<file path="src/rtl/countdown_ctrl_if.sv">
// countdown_ctrl_if: button pulses in, timer/status out for the countdown controller
//   btn_start/btn_min/btn_sec/btn_clear : single-cycle command pulses
//   timer[11:0] : remaining seconds
//   state[1:0]  : 0=SET 1=RUN 2=PAUSE 3=EXPIRED
//   running/done/alarm : status flags
interface countdown_ctrl_if;
    logic        btn_start;
    logic        btn_min;
    logic        btn_sec;
    logic        btn_clear;
    logic [11:0] timer;
    logic [1:0]  state;
    logic        running;
    logic        done;
    logic        alarm;
    modport master (output btn_start, btn_min, btn_sec, btn_clear,
                    input  timer, state, running, done, alarm);
    modport slave  (input  btn_start, btn_min, btn_sec, btn_clear,
                    output timer, state, running, done, alarm);
endinterface

</file>
<file path="src/rtl/countdown_ctrl.sv">
// countdown_ctrl: set/start/pause/clear sequencing, per-second countdown and expiry alarm
//   clk   : system clock, rising edge
//   rst_n : asynchronous active-low reset
//   bus   : countdown_ctrl_if.slave (button pulses in; timer, state, running, done, alarm out)
module countdown_ctrl #(
    parameter int TICKS_PER_SEC = 50000000,
    parameter int MAX_TIME      = 3599,
    parameter int ALARM_SECS    = 5
) (
    input logic              clk,
    input logic              rst_n,
    countdown_ctrl_if.slave  bus
);
    localparam int PW = (TICKS_PER_SEC > 1) ? $clog2(TICKS_PER_SEC) : 1;
    localparam int AW = (ALARM_SECS > 0) ? $clog2(ALARM_SECS + 1) : 1;
    localparam logic [11:0] MAX_T   = 12'(MAX_TIME);
    localparam logic [11:0] MIN_LIM = 12'(MAX_TIME - 60);
    localparam logic [PW-1:0] PRE_LAST = PW'(TICKS_PER_SEC - 1);
    localparam logic [AW-1:0] ALM_LAST = AW'(ALARM_SECS - 1);

    typedef enum logic [1:0] {SET, RUN, PAUSE, EXPIRED} state_t;

    state_t        st, st_n;
    logic [11:0]   tmr, tmr_n;
    logic [PW-1:0] pre, pre_n;
    logic [AW-1:0] acnt, acnt_n;
    logic          done_r, done_n;
    logic          tick;

    assign tick = (pre == PRE_LAST);

    always_ff @(posedge clk or negedge rst_n) begin
        if (!rst_n) begin
            st     <= SET;
            tmr    <= '0;
            pre    <= '0;
            acnt   <= '0;
            done_r <= 1'b0;
        end else begin
            st     <= st_n;
            tmr    <= tmr_n;
            pre    <= pre_n;
            acnt   <= acnt_n;
            done_r <= done_n;
        end
    end

    // Only the highest-priority command acts: clear > start > min > sec.
    always_comb begin
        st_n   = st;
        tmr_n  = tmr;
        pre_n  = pre;
        acnt_n = acnt;
        done_n = 1'b0;
        case (st)
            SET: begin
                if (bus.btn_clear)
                    tmr_n = '0;
                else if (bus.btn_start) begin
                    if (tmr != '0) begin
                        st_n  = RUN;
                        pre_n = '0;
                    end
                end else if (bus.btn_min)
                    tmr_n = (tmr <= MIN_LIM) ? tmr + 12'd60 : tmr;
                else if (bus.btn_sec)
                    tmr_n = (tmr < MAX_T) ? tmr + 12'd1 : tmr;
            end
            RUN: begin
                if (bus.btn_clear) begin
                    tmr_n = '0;
                    st_n  = SET;
                end else if (bus.btn_start)
                    st_n = PAUSE;           // prescaler held so no partial second is lost
                else begin
                    pre_n = tick ? '0 : pre + 1'b1;
                    if (tick && tmr != '0) begin
                        tmr_n = tmr - 12'd1;
                        if (tmr == 12'd1) begin
                            st_n   = EXPIRED;
                            done_n = 1'b1;
                            pre_n  = '0;
                            acnt_n = '0;
                        end
                    end
                end
            end
            PAUSE: begin
                if (bus.btn_clear) begin
                    tmr_n = '0;
                    st_n  = SET;
                end else if (bus.btn_start)
                    st_n = RUN;
            end
            EXPIRED: begin
                if (bus.btn_clear || bus.btn_start) begin
                    tmr_n = '0;
                    st_n  = SET;
                end else begin
                    pre_n = tick ? '0 : pre + 1'b1;
                    if (tick) begin
                        if (acnt == ALM_LAST)
                            st_n = SET;
                        else
                            acnt_n = acnt + 1'b1;
                    end
                end
            end
            default: st_n = SET;
        endcase
    end

    // Flags are decoded from registered state, so they stay registered outputs.
    assign bus.timer   = tmr;
    assign bus.state   = st;
    assign bus.running = (st == RUN);
    assign bus.alarm   = (st == EXPIRED);
    assign bus.done    = done_r;
endmodule

</file>
<file path="src/flat_wrapper.sv">
// flat-port wrapper written by rule: the top's interface ports become plain ports
module countdown_ctrl_flat 
#(
    parameter int TICKS_PER_SEC = 50000000,
    parameter int MAX_TIME      = 3599,
    parameter int ALARM_SECS    = 5
)
  (clk, rst_n, bus_btn_start, bus_btn_min, bus_btn_sec, bus_btn_clear, bus_timer, bus_state, bus_running, bus_done, bus_alarm);
  countdown_ctrl_if bus_i ();
  input logic clk;
  input logic rst_n;
  input wire logic [$bits(bus_i.btn_start)-1:0] bus_btn_start;
  input wire logic [$bits(bus_i.btn_min)-1:0] bus_btn_min;
  input wire logic [$bits(bus_i.btn_sec)-1:0] bus_btn_sec;
  input wire logic [$bits(bus_i.btn_clear)-1:0] bus_btn_clear;
  output wire logic [$bits(bus_i.timer)-1:0] bus_timer;
  output wire logic [$bits(bus_i.state)-1:0] bus_state;
  output wire logic [$bits(bus_i.running)-1:0] bus_running;
  output wire logic [$bits(bus_i.done)-1:0] bus_done;
  output wire logic [$bits(bus_i.alarm)-1:0] bus_alarm;
  assign bus_i.btn_start = bus_btn_start;
  assign bus_i.btn_min = bus_btn_min;
  assign bus_i.btn_sec = bus_btn_sec;
  assign bus_i.btn_clear = bus_btn_clear;
  assign bus_timer = bus_i.timer;
  assign bus_state = bus_i.state;
  assign bus_running = bus_i.running;
  assign bus_done = bus_i.done;
  assign bus_alarm = bus_i.alarm;
  countdown_ctrl #(.TICKS_PER_SEC(TICKS_PER_SEC), .MAX_TIME(MAX_TIME), .ALARM_SECS(ALARM_SECS)) u_core (.clk(clk), .rst_n(rst_n), .bus(bus_i));
endmodule
</file>
<file path="config.mk">
export PLATFORM = sky130hd
export DESIGN_NAME = countdown_ctrl_flat
export DESIGN_NICKNAME = d
export VERILOG_FILES = /design/src/rtl/countdown_ctrl_if.sv /design/src/rtl/countdown_ctrl.sv /design/src/flat_wrapper.sv
export SDC_FILE = /design/constraint.sdc
export NUM_CORES = 1
export LEC_CHECK = 0
export ABC_AREA = 1
export BUFFER_PORTS_ARGS = -buffer_cell sky130_fd_sc_hd__clkbuf_2
export CAP_MARGIN = 5
export CORE_UTILIZATION = 55
export DETAILED_ROUTE_END_ITERATION = 16
export GPL_ROUTABILITY_DRIVEN = 0
export PLACE_DENSITY = 0.84
export SLEW_MARGIN = 20
export SYNTH_ARGS = -nofsm -noshare
export SYNTH_HDL_FRONTEND = slang
export SYNTH_SLANG_ARGS = --single-unit
</file>
<file path="constraint.sdc">
create_clock -name clk -period 1.65 [get_ports clk]
set_input_delay 0.165 -clock clk [delete_from_list [all_inputs] [get_ports clk]]
set_output_delay 0.165 -clock clk [all_outputs]
set_load 0.005 [all_outputs]
</file>
# --- Word-level counts from Yosys, hierarchy flattened ---
# Index checks and enable logic that the tools add are counted.
# W data, S select, Z words.
word_totals:
  ff_bits: 44
classes:
  n_lt_le_gt_ge: 2
  muxes: 48
  eq_ne: 29
  n_addsub: 5
  reduce_logical: 10
op_table:
  columns: ["cell", "n"]
  rows:
  - ["$mux W26", 9]
  - ["$mux W12", 11]
  - ["$pmux W26 S3", 1]
  - ["$pmux W12 S4", 1]
  - ["$add A26 B1 Y26 const B", 1]
  - ["$eq A26 B26 Y1 const B", 1]
  - ["$mux W2", 12]
  - ["$reduce_and A8 Y1", 3]
  - ["$mux W3", 7]
  - ["$ne A4 B3 Y1 const B", 4]
  - ["$ne A2 B2 Y1 const B", 7]
  - ["$add A12 B1 Y12 const B", 1]
  - ["$add A12 B6 Y12 const B", 1]
  - ["$eq A12 B1 Y1 const B", 1]
  - ["$le A12 B12 Y1 const B", 1]
  - ["$lt A12 B12 Y1 const B", 1]
  - ["$reduce_bool A12 Y1", 1]
  - ["$sub A12 B1 Y12 const B", 1]
  - ["$ne A2 B1 Y1 const B", 5]
  - ["$ne A3 B3 Y1 const B", 3]
  - ["$pmux W2 S4", 1]
  - ["$reduce_and A7 Y1", 1]
  - ["$ne A3 B1 Y1 const B", 2]
  - ["$pmux W3 S2", 1]
  - ["other kinds (12)", 17]

# --- Logic depth before layout (Yosys ltp) ---
depth:
  depth_word: 7
  depth_mapped: 12
  ltp_nobuf: 11

# --- Least setup slack after synthesis ---
# Ideal clock, no wire load.
synth_timing:
  path_type: "register -> register"
  from: "register u_core.tmr[2], in the netlist u_core.bus.timer[2]"
  to: "register u_core.pre[11]"
  n_path_buf: 2
  arrival_time_ns: 1.684
  synth_period_minus_slack_ns: 1.801
  t_required_ns: 1.533
  setup_slack_ns: -0.151
  path_stages_with_launch: 12
  cell_sequence: "dfrtp_1 > inv_1 > ha_1 > nand3_1 > nor2_4 > nand3_2 > nand2_4 > inv_4 > buf_8 > buf_6 > nand2_1 > o21ai_2"
synth_between:
  elab_chain_cells: 6
  elab_cells_between_ends: 10
synth_rtl:
  columns: ["item", "line_no", "rtl"]
  rows:
  - ["from (decl)", "countdown_ctrl.sv:24", "logic [11:0] tmr, tmr_n;"]
  - ["from (signal assigned)", "countdown_ctrl.sv:41", "tmr <= tmr_n;"]
  - ["$eq A12 B1 Y1 / $reduce_bool A12 Y1 (equally long branches)", "countdown_ctrl.sv:79, countdown_ctrl.sv:60, countdown_ctrl.sv:77", null]
  - ["$mux W26 / $logic_and A1 B1 Y1 (equally long branches)", "countdown_ctrl.sv:79, countdown_ctrl.sv:77", null]
  - ["$mux W26", "countdown_ctrl.sv:77", "if (tick && tmr != '0) begin"]
  - ["$mux W26", "countdown_ctrl.sv:73", "end else if (bus.btn_start)"]
  - ["$mux W26", "countdown_ctrl.sv:70", "if (bus.btn_clear) begin"]
  - ["$pmux W26 S3", "countdown_ctrl.sv:55", "case (st)"]
  - ["to (signal assigned)", "countdown_ctrl.sv:42", "pre <= pre_n;"]
  - ["to (decl)", "countdown_ctrl.sv:25", "logic [PW-1:0] pre, pre_n;"]
# Parallel ways exist; a longest one is shown, timed or not. The select of a mux whose other input is x is not followed.
# A chain may end at the register's enable or synchronous reset.

# --- Worst setup path in the final report ---
layout_timing:
  from: "register u_core.pre[18]"
  to: "register u_core.tmr[2], in the netlist u_core.bus.timer[2]"
layout_between:
  elab_chain_cells: 4
layout_rtl:
  columns: ["item", "line_no", "rtl"]
  rows:
  - ["$eq A26 B26 Y1", "countdown_ctrl.sv:30", "assign tick = (pre == PRE_LAST);"]
  - ["$logic_and A1 B1 Y1", "countdown_ctrl.sv:77", null]
  - ["$ne A3 B2 Y1 (no line)", null, null]
  - ["$reduce_and A8 Y1 (no line)", null, null]
# No other way between the ends.

==> qor.csv <==
metric,value,unit
initial antenna violation count,0,
Tcrit/Tclk final,1.13,
Synth Area in Compound Gates,0.0946,
Worst path max stage delay,0.41,ns
height of the chip,85.9,um
Slew Limit Headroom,0.610,
vias per cell,6.22,
# IOs,23,
"top cells by area, synth","dfrtp_1, nand2_1, nor2_1",
site row count,30,
Die W,85.9,um
worst path required time,1.85,ns
CP bufs+invs,1,
cell chain of the critical path,"inv_2, nand2_4, nor2_4, nand3_4, nor2_4, nand4_1, nand2_4, nand3_4, nand2_1, nand2_1",
Yosys warning total,0,
Crit. End Element,flop,
final hold vios,0,
cells after synthesis,606,
most numerous cell in the Yosys netlist,nand2_1,
fin worst setup slack,-0.209,ns
Tightest Hold Check Type,in -> reg,
n_diodes,0,
critical hold path startpoint,bus_btn_sec,
Final TNS setup,-4.40,ns
launching point of the worst reg2reg path,u_core.pre[18]$_DFFE_PN0P_,
drc violations,0,
die area,0.00738,mm2
PortBufs,22,
DP Area,0.00472,mm2
Post-synth ARST share,1.00,
count of state elements after synthesis,44,
Post-synth EDFFs,0,
Critical-path top delay cell,dfrtp_1,
Top Family by Delay on Critical Path,simple AND/OR/NAND/NOR gates,
first-pass GRT wire length,21800,um
CP Max Fanout,8,
detailed-route wire length per cell,18.6,um
xor/xnor share of the synthesized area,0.0158,
Max VDD drop,0.858,mV
crit path kind,reg -> reg,
Num CTS Buffers,5,
Num Clock Sinks,44,
Cell variety after synth,39,
failing checks,negative setup slack,
PwrDens,1290,mW/mm2
Slew Limit Fails,0,
Achievable Freq,538,MHz
CTS tree,built,
Max Buffers Root-to-Sink,2,
status,finished with violations,
Slew @ Worst Pin,0.580,ns
R2R Setup Slk,-0.21,ns
setup violators final,38,
largest net degree at the start of global routing,45,
Max Clock Skew,0.0129,ns
Root Driver,clkbuf_8,
Synth Net Count,621,
core area,0.00679,mm2
Clock Latency Late Sink,0.32,ns
initial cell density of the core,0.570,
hold depth,4,
worst path arrival time,2.06,ns
Pleak,0.00270,uW
DPL Wire Length,9200,um
vias in the first global route,4889,
Synth top area share,0.284,
final critical-path required period,1.86,ns
RR Endpoint,u_core.bus.timer[2]$_DFFE_PN0P_,
layout cells sized above 1,0.394,
largest family of logic cells by synthesized area,simple AND/OR/NAND/NOR gates,
R2R depth,10,
total congestion overflow,0,
Synth top cells by count,"nand2_1, nor2_1, inv_1",
Finished Cell Area,0.00549,mm2
hold path endpoint,u_core.bus.timer[8]$_DFFE_PN0P_,
simple logic cell fraction of the synthesized area,0.477,
area delta synth->final,41.7,%
H-tree levels,2,
layout net count,757,
Max-Cap Viols,0,
post-synthesis adder-cell area fraction,0.0291,
Mapped Avg Cell Area,6.39,um2
Tot GR Track Use,0.376,
mux cell area share after synthesis,0,
crit start category,flop,
total wire length,15600,um
Worst-path clk slew,0.09,ns
ANT nets after route,0,
unrepaired setup endpoints after global routing,yes,
DRT iter0 DRCs,710,
most frequently used flop master after synthesis,dfrtp_1,
Filler cells,416,
Pre-antenna DRT Iters,6,
sequential share of the synthesized area,0.284,
leading area contributor after synthesis,dfrtp_1,
DR vias,5217,
Syn Std Cell Area,0.00387,mm2
-- final cells by class --
type	count	area, um2	area share
Multi-Input combinational cell	481	2840	0.517
Sequential cell	44	1110	0.202
Timing Repair Buffer	140	1060	0.193
Inverter	70	273	0.0497
Tap cell	96	120	0.0219
Clock buffer	6	82.6	0.0150
Clock inverter	2	10.0	0.00182
-- tightest hold or removal path, delay by kind of cell --
kind          cells  cell delay (ns)
simple gates      3             0.36
buf+inv           1             0.09
-- routing by layer --
| layer | vias to the layer above | wire, um | track usage |
|---|---|---|---|
| met3 | 213 | 1600 | 0.0712 |
| met1 | 2340 | 5000 | 0.397 |
| met4 | 0 | 1560 | 0.277 |
| li1 | 2218 | - | - |
| met2 | 446 | 7430 | 0.664 |
| met5 | - | 0 | 0 |
-- placed cells by master (no fill, tap or decap), types with 2 or more instances in the layout --
| master | n |
|---|---|
| xnor2_1 | 3 |
| nand2_2 | 30 |
| nand4_1 | 19 |
| o21ai_4 | 2 |
| a21oi_1 | 17 |
| ha_2 | 3 |
| o22ai_1 | 2 |
| nand3_4 | 6 |
| buf_6 | 11 |
| nand3b_1 | 4 |
| dfrtp_2 | 6 |
| o21ai_2 | 6 |
| nand2_4 | 8 |
| o21ai_1 | 7 |
| clkbuf_2 | 22 |
| clkinv_2 | 2 |
| a21oi_2 | 4 |
| dfrtp_1 | 38 |
| inv_2 | 12 |
| ha_1 | 5 |
| nor2_4 | 20 |
| nor3_4 | 2 |
| o21ai_0 | 15 |
| o211ai_1 | 2 |
| nand2_1 | 172 |
| buf_4 | 104 |
| nand3_1 | 48 |
| nor3_1 | 6 |
| nor2_2 | 24 |
| clkbuf_8 | 6 |
| inv_1 | 56 |
| nor2_1 | 47 |
| nand2_8 | 2 |
| xor2_1 | 4 |
| nand3_2 | 10 |
| nor3_2 | 3 |
-- report_power, final --
group	internal, uW	total (uW)	switching [uW]	leakage [uW]
clock	336	758	422	0.0000510
combinational	1960	4790	2830	0.00206
sequential	1290	1530	246	0.000595
total	3580	7080	3500	0.00270
-- what timing repair did --
| action | CTS | global route |
|---|---|---|
| hold endpoints to repair | 44 | 0 |
| gates resized for setup | 37 | 102 |
| endpoints found under the setup margin | 36 | 43 |
| gates cloned | 1 | 1 |
| setup buffers | 12 | 13 |
| hold buffers | 1 | 0 |
| pin swaps | 19 | 34 |
-- kinds of logic after synthesis --
logic type / after synthesis
AOI/OAI and AO/OA: 60
and+or+nand+nor: 403
buffers and inverters: 83
xor gates and xnor gates: 7
adders and majority gates: 9
DFF: 44
-- metrics by stage --
step / util / hold slack [ns] / total power [uW] / instances / worst slack [ns]
2_1_floorplan: - / -0.131 / 3850 / 606 / 0.0113
3_3_place_gp: 0.694 / 0.169 / 5130 / 803 / -0.0696
3_5_place_dp: 0.694 / 0.170 / 5290 / 803 / -0.135
4_1_cts: 0.742 / 0.341 / 6260 / 825 / -0.0420
5_1_grt: 0.808 / 0.348 / 7470 / 839 / -0.349
6_report: 0.808 / 0.351 / 7080 / 839 / -0.209
-- flip-flops by register name, indices dropped and copies added (netlist names) --
name              cells
u_core.acnt           3
u_core.pre           26
u_core.bus.timer     12
u_core.bus.state      2
u_core.bus.done       1
-- worst max-delay path by stage --
stage	slack [ns]	endpoint	startpoint	cells past startpoint
after floorplan	0.01	u_core.pre[11]$_DFFE_PN0P_	u_core.bus.timer[3]$_DFFE_PN0P_	11
after global placement	-0.07	u_core.bus.timer[2]$_DFFE_PN0P_	u_core.bus.timer[2]$_DFFE_PN0P_	9
after detailed placement	-0.13	u_core.bus.timer[2]$_DFFE_PN0P_	u_core.pre[18]$_DFFE_PN0P_	10
after CTS	-0.04	u_core.bus.timer[2]$_DFFE_PN0P_	u_core.bus.timer[3]$_DFFE_PN0P_	9
after global routing	-0.35	u_core.bus.state[0]$_DFFE_PN0P_	u_core.acnt[0]$_DFFE_PN0P_	9
final	-0.21	u_core.bus.timer[2]$_DFFE_PN0P_	u_core.pre[18]$_DFFE_PN0P_	10
No activity file was read; power rests on OpenSTA's default activity.
